### config.mk
export PLATFORM = sky130hd
export DESIGN_NAME = controller_mmio_bridge_flat
export DESIGN_NICKNAME = d
export VERILOG_FILES = /design/src/rtl/controller_mmio_bridge_pkg.sv /design/src/rtl/controller_mmio_bridge_if.sv /design/src/rtl/controller_mmio_bridge_debounce.sv /design/src/rtl/controller_mmio_bridge.sv /design/src/flat_wrapper.sv
export SDC_FILE = /design/constraint.sdc
export NUM_CORES = 1
export LEC_CHECK = 0
export ABC_AREA = 1
export CAP_MARGIN = 20
export CORE_UTILIZATION = 52
export CTS_BUF_LIST = sky130_fd_sc_hd__clkbuf_8
export DETAILED_ROUTE_END_ITERATION = 7
export PLACE_DENSITY = 0.77
export SYNTH_ARGS = -nofsm -noshare
export SYNTH_HDL_FRONTEND = slang
export SYNTH_HIERARCHICAL = 1
export SYNTH_SLANG_ARGS = --single-unit
### constraint.sdc
create_clock -name fastClock -period 2.75 [get_ports fastClock]
set_input_delay 0.4125 -clock fastClock [delete_from_list [all_inputs] [get_ports fastClock]]
set_output_delay 0.4125 -clock fastClock [all_outputs]
set_load 0.01 [all_outputs]
### src/rtl/controller_mmio_bridge_pkg.sv
// Shared constants for the controller MMIO bridge: register map, board-word bit fields, default debounce mask,
// and the rumble pulse FSM states. No logic, no latency, no flow control.
// Imported by the bridge, its debouncer and the bus interface.
package controller_pkg;

    // Processor-visible register map (2-bit word address, no aliasing)
    localparam logic [1:0] ADDR_STATUS   = 2'd0;
    localparam logic [1:0] ADDR_PRESSED  = 2'd1;
    localparam logic [1:0] ADDR_RELEASED = 2'd2;
    localparam logic [1:0] ADDR_RUMBLE   = 2'd3;

    // Board-input word layout as delivered by the controller manager
    localparam int X_LSB        = 4;
    localparam int X_MSB        = 7;
    localparam int Y_LSB        = 12;
    localparam int Y_MSB        = 15;
    localparam int BTN_LSB      = 16;
    localparam int BTN_MSB      = 19;
    localparam int DPAD_LSB     = 20;
    localparam int DPAD_MSB     = 23;
    localparam int RST_JUMP_LSB = 24;
    localparam int RST_JUMP_MSB = 25;
    localparam int DIR_BIT      = 26;

    // Buttons, D pad, reset and jump are mechanical contacts and get debounced;
    // analog axes and direction come pre-filtered from the manager.
    localparam logic [31:0] DEFAULT_BTN_MASK = 32'h03FF_0000;

    typedef enum logic {
        ST_IDLE  = 1'b0,
        ST_PULSE = 1'b1
    } rumbleState_t;

endpackage

### src/rtl/controller_mmio_bridge_if.sv
// Processor load/store port of the controller bridge: read/write strobes, word address, data and interrupt.
// Latency: rdData appears one fastClock edge after the rdEn cycle; writes take effect on the strobe edge.
// Backpressure: none; every strobe is accepted in the cycle it is presented.
// Ports: rdEn, wrEn, addr[1:0], wrData[31:0] from the CPU; rdData[31:0], irq back to the CPU.
interface controller_mmio_bridge_if;
    import controller_pkg::*;

    logic        rdEn;
    logic        wrEn;
    logic [1:0]  addr;
    logic [31:0] wrData;
    logic [31:0] rdData;
    logic        irq;

    // CPU side
    modport master (
        output rdEn,
        output wrEn,
        output addr,
        output wrData,
        input  rdData,
        input  irq
    );

    // Bridge side
    modport slave (
        input  rdEn,
        input  wrEn,
        input  addr,
        input  wrData,
        output rdData,
        output irq
    );

endinterface

### src/rtl/controller_mmio_bridge_debounce.sv
// Two-sample debouncer for the synchronized 32-bit board word, stepped by a shared sample tick.
// Latency: a masked bit settles on the second agreeing tick; unmasked bits pass through combinationally.
// Backpressure: none; rise/fall are single-cycle pulses on the edge the stable value changes.
// Ports: fastClock, reset, tick, syncIn[31:0] in; status[31:0], rise[31:0], fall[31:0] out.
module controller_debounce
    import controller_pkg::*;
#(
    parameter logic [31:0] BTN_MASK = DEFAULT_BTN_MASK
) (
    input  logic        fastClock,
    input  logic        reset,
    input  logic        tick,
    input  logic [31:0] syncIn,
    output logic [31:0] status,
    output logic [31:0] rise,
    output logic [31:0] fall
);

    logic [31:0] lastSample;
    logic [31:0] stable;
    logic [31:0] stableNext;
    logic [31:0] agree;

    // A masked bit may move only on a tick where it matches the previous tick's sample.
    // Unmasked bits of 'stable' never change, so rise/fall only ever fire on masked bits.
    always_comb begin
        agree      = '0;
        stableNext = stable;
        if (tick) begin
            agree      = ~(syncIn ^ lastSample) & BTN_MASK;
            stableNext = (stable & ~agree) | (syncIn & agree);
        end
    end

    assign rise   = stableNext & ~stable;
    assign fall   = ~stableNext & stable;
    assign status = (stable & BTN_MASK) | (syncIn & ~BTN_MASK);

    always_ff @(posedge fastClock) begin
        if (reset) begin
            lastSample <= '0;
            stable     <= '0;
        end else begin
            if (tick) begin
                lastSample <= syncIn;
            end
            stable <= stableNext;
        end
    end

endmodule

### src/rtl/controller_mmio_bridge.sv
// CPU-side end of the controller MMIO link: sync + debounce board input, sticky press/release events, rumble pulse.
// Latency: rdData one edge after rdEn; unmasked status 2 cycles, masked status up to 2*DEBOUNCE_DIV+2 cycles.
// Backpressure: none; writes arriving while a rumble pulse is running are dropped.
// Ports: fastClock, reset (sync, active-high), boardInput[31:0] in; boardOutput[31:0] out; cpu bus (slave modport).
// Optional feature: define CTRL_IRQ_EN to enable the irq output and RUMBLE bit 1 (irq mirror).
module controller_mmio_bridge
    import controller_pkg::*;
#(
    parameter int          DEBOUNCE_DIV = 50000,
    parameter int          RUMBLE_PULSE = 4,
    parameter logic [31:0] BTN_MASK     = DEFAULT_BTN_MASK
) (
    input  logic                     fastClock,
    input  logic                     reset,
    input  logic [31:0]              boardInput,
    output logic [31:0]              boardOutput,
    controller_mmio_bridge_if.slave  cpu
);

    localparam int TICK_W  = (DEBOUNCE_DIV > 2) ? $clog2(DEBOUNCE_DIV) : 1;
    localparam int PULSE_W = $clog2(RUMBLE_PULSE + 1);
    localparam logic [TICK_W-1:0]  TICK_LAST  = TICK_W'(DEBOUNCE_DIV - 1);
    localparam logic [PULSE_W-1:0] PULSE_LAST = PULSE_W'(RUMBLE_PULSE - 1);

    // ---------------- input synchronizer ----------------
    logic [31:0] syncA;
    logic [31:0] syncB;

    always_ff @(posedge fastClock) begin
        if (reset) begin
            syncA <= '0;
            syncB <= '0;
        end else begin
            syncA <= boardInput;
            syncB <= syncA;
        end
    end

    // ---------------- shared debounce sample tick ----------------
    logic [TICK_W-1:0] tickCnt;
    logic              sampleTick;

    assign sampleTick = (tickCnt == TICK_LAST);

    always_ff @(posedge fastClock) begin
        if (reset) begin
            tickCnt <= '0;
        end else if (sampleTick) begin
            tickCnt <= '0;
        end else begin
            tickCnt <= tickCnt + 1'b1;
        end
    end

    logic [31:0] statusWord;
    logic [31:0] riseEvt;
    logic [31:0] fallEvt;

    controller_debounce #(
        .BTN_MASK (BTN_MASK)
    ) u_debounce (
        .fastClock (fastClock),
        .reset     (reset),
        .tick      (sampleTick),
        .syncIn    (syncB),
        .status    (statusWord),
        .rise      (riseEvt),
        .fall      (fallEvt)
    );

    // ---------------- sticky event registers ----------------
    logic [31:0] pressed;
    logic [31:0] released;
    logic [31:0] pressedNext;
    logic [31:0] releasedNext;
    logic        clrPressed;
    logic        clrReleased;

    assign clrPressed  = cpu.rdEn && (cpu.addr == ADDR_PRESSED);
    assign clrReleased = cpu.rdEn && (cpu.addr == ADDR_RELEASED);

    // Clear is applied before OR-ing in new events, so an event landing on the
    // clearing edge survives while the read itself returns the pre-edge value.
    assign pressedNext  = (pressed  & ~{32{clrPressed}})  | riseEvt;
    assign releasedNext = (released & ~{32{clrReleased}}) | fallEvt;

    always_ff @(posedge fastClock) begin
        if (reset) begin
            pressed  <= '0;
            released <= '0;
        end else begin
            pressed  <= pressedNext;
            released <= releasedNext;
        end
    end

    // ---------------- rumble pulse FSM ----------------
    rumbleState_t       rumbleState;
    logic [PULSE_W-1:0] pulseCnt;
    logic               pulseOut;
    logic               rumbleReq;
    logic               busy;

    assign rumbleReq = cpu.wrEn && (cpu.addr == ADDR_RUMBLE) && cpu.wrData[0];
    assign busy      = (rumbleState == ST_PULSE);

    always_ff @(posedge fastClock) begin
        if (reset) begin
            rumbleState <= ST_IDLE;
            pulseCnt    <= '0;
            pulseOut    <= 1'b0;
        end else begin
            case (rumbleState)
                ST_IDLE: begin
                    if (rumbleReq) begin
                        rumbleState <= ST_PULSE;
                        pulseCnt    <= PULSE_LAST;
                        pulseOut    <= 1'b1;
                    end
                end
                ST_PULSE: begin
                    if (pulseCnt == '0) begin
                        rumbleState <= ST_IDLE;
                        pulseOut    <= 1'b0;
                    end else begin
                        pulseCnt <= pulseCnt - 1'b1;
                    end
                end
                default: begin
                    rumbleState <= ST_IDLE;
                    pulseOut    <= 1'b0;
                end
            endcase
        end
    end

    assign boardOutput = {31'b0, pulseOut};

    // Only wrData[0] carries meaning; the rest of the write word is ignored.
    logic unusedWrBits;
    assign unusedWrBits = ^cpu.wrData[31:1];

    // ---------------- interrupt ----------------
    logic irqBit;

`ifdef CTRL_IRQ_EN
    // Tracks |PRESSED with the same edge timing as the register itself.
    logic irqReg;

    always_ff @(posedge fastClock) begin
        if (reset) begin
            irqReg <= 1'b0;
        end else begin
            irqReg <= |pressedNext;
        end
    end

    assign irqBit  = irqReg;
    assign cpu.irq = irqReg;
`else
    assign irqBit  = 1'b0;
    assign cpu.irq = 1'b0;
`endif

    // ---------------- read path ----------------
    logic [31:0] rumbleWord;
    logic [31:0] rdDataQ;

    always_comb begin
        rumbleWord    = '0;
        rumbleWord[0] = busy;
        rumbleWord[1] = irqBit;
    end

    always_ff @(posedge fastClock) begin
        if (reset) begin
            rdDataQ <= '0;
        end else if (cpu.rdEn) begin
            case (cpu.addr)
                ADDR_STATUS:   rdDataQ <= statusWord;
                ADDR_PRESSED:  rdDataQ <= pressed;
                ADDR_RELEASED: rdDataQ <= released;
                default:       rdDataQ <= rumbleWord;
            endcase
        end
    end

    assign cpu.rdData = rdDataQ;

endmodule
### src/flat_wrapper.sv
// flat-port wrapper written by rule: the top's interface ports become plain ports
module controller_mmio_bridge_flat import controller_pkg::*;
#(
    parameter int          DEBOUNCE_DIV = 50000,
    parameter int          RUMBLE_PULSE = 4,
    parameter logic [31:0] BTN_MASK     = DEFAULT_BTN_MASK
)
  (fastClock, reset, boardInput, boardOutput, cpu_rdEn, cpu_wrEn, cpu_addr, cpu_wrData, cpu_rdData, cpu_irq);
  controller_mmio_bridge_if cpu_i ();
  input  logic fastClock;
  input  logic reset;
  input  logic [31:0] boardInput;
  output logic [31:0] boardOutput;
  input wire logic [$bits(cpu_i.rdEn)-1:0] cpu_rdEn;
  input wire logic [$bits(cpu_i.wrEn)-1:0] cpu_wrEn;
  input wire logic [$bits(cpu_i.addr)-1:0] cpu_addr;
  input wire logic [$bits(cpu_i.wrData)-1:0] cpu_wrData;
  output wire logic [$bits(cpu_i.rdData)-1:0] cpu_rdData;
  output wire logic [$bits(cpu_i.irq)-1:0] cpu_irq;
  assign cpu_i.rdEn = cpu_rdEn;
  assign cpu_i.wrEn = cpu_wrEn;
  assign cpu_i.addr = cpu_addr;
  assign cpu_i.wrData = cpu_wrData;
  assign cpu_rdData = cpu_i.rdData;
  assign cpu_irq = cpu_i.irq;
  controller_mmio_bridge #(.DEBOUNCE_DIV(DEBOUNCE_DIV), .RUMBLE_PULSE(RUMBLE_PULSE), .BTN_MASK(BTN_MASK)) u_core (.fastClock(fastClock), .reset(reset), .boardInput(boardInput), .boardOutput(boardOutput), .cpu(cpu_i));
endmodule
==> run_results.csv <==
group,metric,value,unit
worst_setup_path,reg2reg_from,"u_core/tickCnt[0]",
clocking,clk_pin_slew,0.06,ns
clocking,cts_root_buf,"clkbuf_8",
grt,grt_antenna_before_repair,0,
clocking,clk_path_buf_depth,3,
worst_setup_path,rr_endpoint,"u_core/u_debounce/lastSample[16]",
final_layout,diodes,0,
worst_setup_path,slowest_delay,0.36,ns
power,power_density,632.0,nW/um^2
grt,gr-total-overflow,0,
timing,fin_setup_tns,0,ns
grt,grt_pass1_wl,25.84,mm
worst_setup_path,cp-start-kind,"register",
place,io_buffers,71,
detailed_routing,wl_per_cell,11.19,um
final_layout,fin_cells,1360,
detailed_routing,drc_errors,0,
worst_setup_path,worstPathArrival,2.74,ns
clocking,clk_latency,0.55,ns
clocking,ctsHoldBuffers,0,
die,dieArea,16100,um^2
detailed_routing,dr.pass1.iters,5,
grt,grt_use_total,0.1944,
job,drv_cap,0,
detailed_routing,vias_per_cell,4.665,
min_path,whs_path_depth,2,
min_path,hold_path.class,"in -> reg",
worst_setup_path,crit_slowest_cell,"dfxtp_1",
final_layout,layout-drive-gt1-share,0.05205,
place,gp_congestion,0.8601,
final_layout,areaGrowthSynthToFinish,12.62,%
grt,grt_max_degree,81,
logic_synthesis,synth_warnings,6,
power,power.leakage,3.973,nW
logic_synthesis,syn_area_per_cell,7.369,um^2
final_layout,fillers,1396,
worst_setup_path,crit_buf_inv,3,
die,io_pins,135,
place,post-place-cells,1303,
power,ir_worst_vdd,0.0003614,V
clocking,numCtsBuffers,31,
worst_setup_path,path_max_fanout,21,
final_layout,final_core_util,0.6010,
min_path,min_to,"u_core/released[10]",
clocking,postCtsSetupRepairBufs,0,
worst_setup_path,rrSetupSlack,0.42,ns
worst_setup_path,reg2reg_depth,10,
status,status,"complete, no violations",
timing,timing.final.crit_share,0.8488,
detailed_routing,wirelength,15.22,mm
detailed_routing,ant_nets,0,
timing,setup_viol,0,
logic_synthesis,syn-cell-area,8113,um^2
die,fp.dieH,126.9,um
detailed_routing,drtIter0Drc,386,
logic_synthesis,ys_seq_area_frac,0.4960,
worst_setup_path,endpoint_kind,"register",
die,rows,45,
timing,finalCriticalPeriod,2.334,ns
timing,rsz0062_at_grt,"no",
logic_synthesis,synth.distinct_cells,22,
timing,clock-skew-final,0.006696,ns
timing,fmaxAchievable,0.4284,GHz
worst_setup_path,worstPathRequired,3.16,ns
clocking,ctsHtreeMaxLevel,1,
grt,grt_pass1_vias,5754,
detailed_routing,vias,6345,
worst_setup_path,critPathKind,"reg -> reg",
worst_setup_path,crit_start,"u_core/tickCnt[0]",
timing,hold_violations,0,
worst_setup_path,cpLargestDelayFamily,"simple AND/OR/NAND/NOR gates",
clocking,cts_resized,0,
timing,maxSlewHeadroom,0.6002,
worst_setup_path,cp_cell_sequence,"ha_1 > nand2_1 > nor2_2 > inv_1 > or2_2 > nor2_1 > buf_4 > clkinv_1 > nand2_1 > a21oi_1",
die,core_area,15200,um^2
die,dieWidth,126.9,um
logic_synthesis,syn_inst,1101,
min_path,worstHoldStart,"reset",
worst_setup_path,cpMostUsedCell,"nand2_1",
final_layout,nNetsFinal,1221,
clocking,cts_sinks,201,
die,initial_utilization,0.5337,
logic_synthesis,yosys_register_bits,201,
timing,tightest_slew,0.5998,ns
timing,drv_slew,0,
clocking,cts_tree,"built",
place,dp_hpwl,9.723,mm
[where the power goes]
part / leakage, nW / switching, W / total (W) / internal [W]
Sequential: 1.65 / 0.0000455 / 0.00307 / 0.00302
Combinational: 1.96 / 0.000225 / 0.000381 / 0.000156
Clock: 0.366 / 0.00109 / 0.00232 / 0.00124
Total: 3.97 / 0.00136 / 0.00577 / 0.00442
[Yosys cell counts (all sizes together)]
cell    count  area [um^2]
a21oi     118        590.6
buf       117        838.3
clkbuf     27        101.4
clkinv      1        3.750
conb        2        7.510
dfxtp     201         4024
ha          3        37.54
inv       114        427.9
nand2     250        940.9
nand3      56        280.3
nand4       6        37.54
nor2      191        724.4
nor3        2        10.01
nor4        1        6.260
o21ai       5        25.02
o21bai      1        7.510
or2         1        6.260
xnor2       3        26.28
xor2        2        17.52
[cells in the final DEF (no fill, tap or decap), drive strengths merged]
cell type        n
a21oi          118
clkinvlp         1
xnor2            3
o21ai            5
nand2          250
o21bai           1
clkbuf          38
or2              1
dfxtp          201
nand3           56
inv            130
nor4             1
xor2             2
nor2           191
conb            76
ha               3
buf             14
nand4            6
nor3             2
clkdlybuf4s50   70
clkinv           3
[metrics by stage]
| stage | worst slack, ns | hold slack [ns] | instance area (um^2) | power (W) |
|---|---|---|---|---|
| final | 0.4157 | 0.3106 | 9136 | 0.005774 |
| after global routing | 0.1351 | 0.3172 | 9136 | 0.006033 |
| after CTS | 0.4135 | 0.2933 | 9136 | 0.005838 |
| after detailed placement | 0.4442 | 0.3948 | 8536 | 0.003513 |
| after global placement | 0.5244 | 0.3894 | 8536 | 0.003503 |
| after floorplan | 0.8207 | 0.3883 | 8391 | 0.003453 |
[flip-flops by register name, indices dropped and copies added, names as in the netlist]
register                      flops
u_core/pressed                   32
u_core/syncA                     32
u_core/released                  32
u_core/pulseCnt                   3
u_core/busy                       1
u_core/cpu.rdData                32
u_core/pulseOut                   1
u_core/u_debounce/stable         10
u_core/u_debounce/lastSample     10
u_core/tickCnt                   16
u_core/syncB                     32
[cell families (layout without fill, tap and decap cells)]
kind of cell,Yosys count,in the layout,share of synthesized area
and+or+nand+nor,507,507,0.2472
buffers and inverters,259,256,0.1690
DFF,201,201,0.4960
AOI/OAI and AO/OA,124,124,0.07680
xor gates and xnor gates,5,5,0.005399
adders and majority gates,3,3,0.004627
other,2,76,0.0009257
[final cells by class]
| type | instances | area (um^2) | share of cell area |
|---|---|---|---|
| clock buffers | 38 | 523.0 | 0.05724 |
| clock inverters | 19 | 77.57 | 0.008491 |
| well taps | 188 | 235.2 | 0.02575 |
| repair buffers | 84 | 847.1 | 0.09271 |
| multi-input cells | 715 | 2998 | 0.3281 |
| flip-flops and latches | 201 | 4024 | 0.4404 |
| inverters | 115 | 431.7 | 0.04725 |
[layer usage]
layer / routed length, um / track usage / up-vias
li1: - / - / 3308
met1: 7004 / 0.2378 / 2842
met2: 7167 / 0.3474 / 168
met3: 774 / 0.03290 / 27
met4: 274 / 0.06162 / 0
met5: 0 / 0 / -
[worst max-delay path by stage]
stage                     cells past startpoint  slack (ns)                          endpoint
after floorplan                              12        0.82                u_core/pressed[16]
after global placement                       10        0.52  u_core/u_debounce/lastSample[16]
after detailed placement                     10        0.44  u_core/u_debounce/lastSample[16]
after CTS                                    10        0.41  u_core/u_debounce/lastSample[16]
after global routing                         10        0.14  u_core/u_debounce/lastSample[19]
final                                        10        0.42  u_core/u_debounce/lastSample[16]
Note: power is estimated with default switching activity, not from simulation.
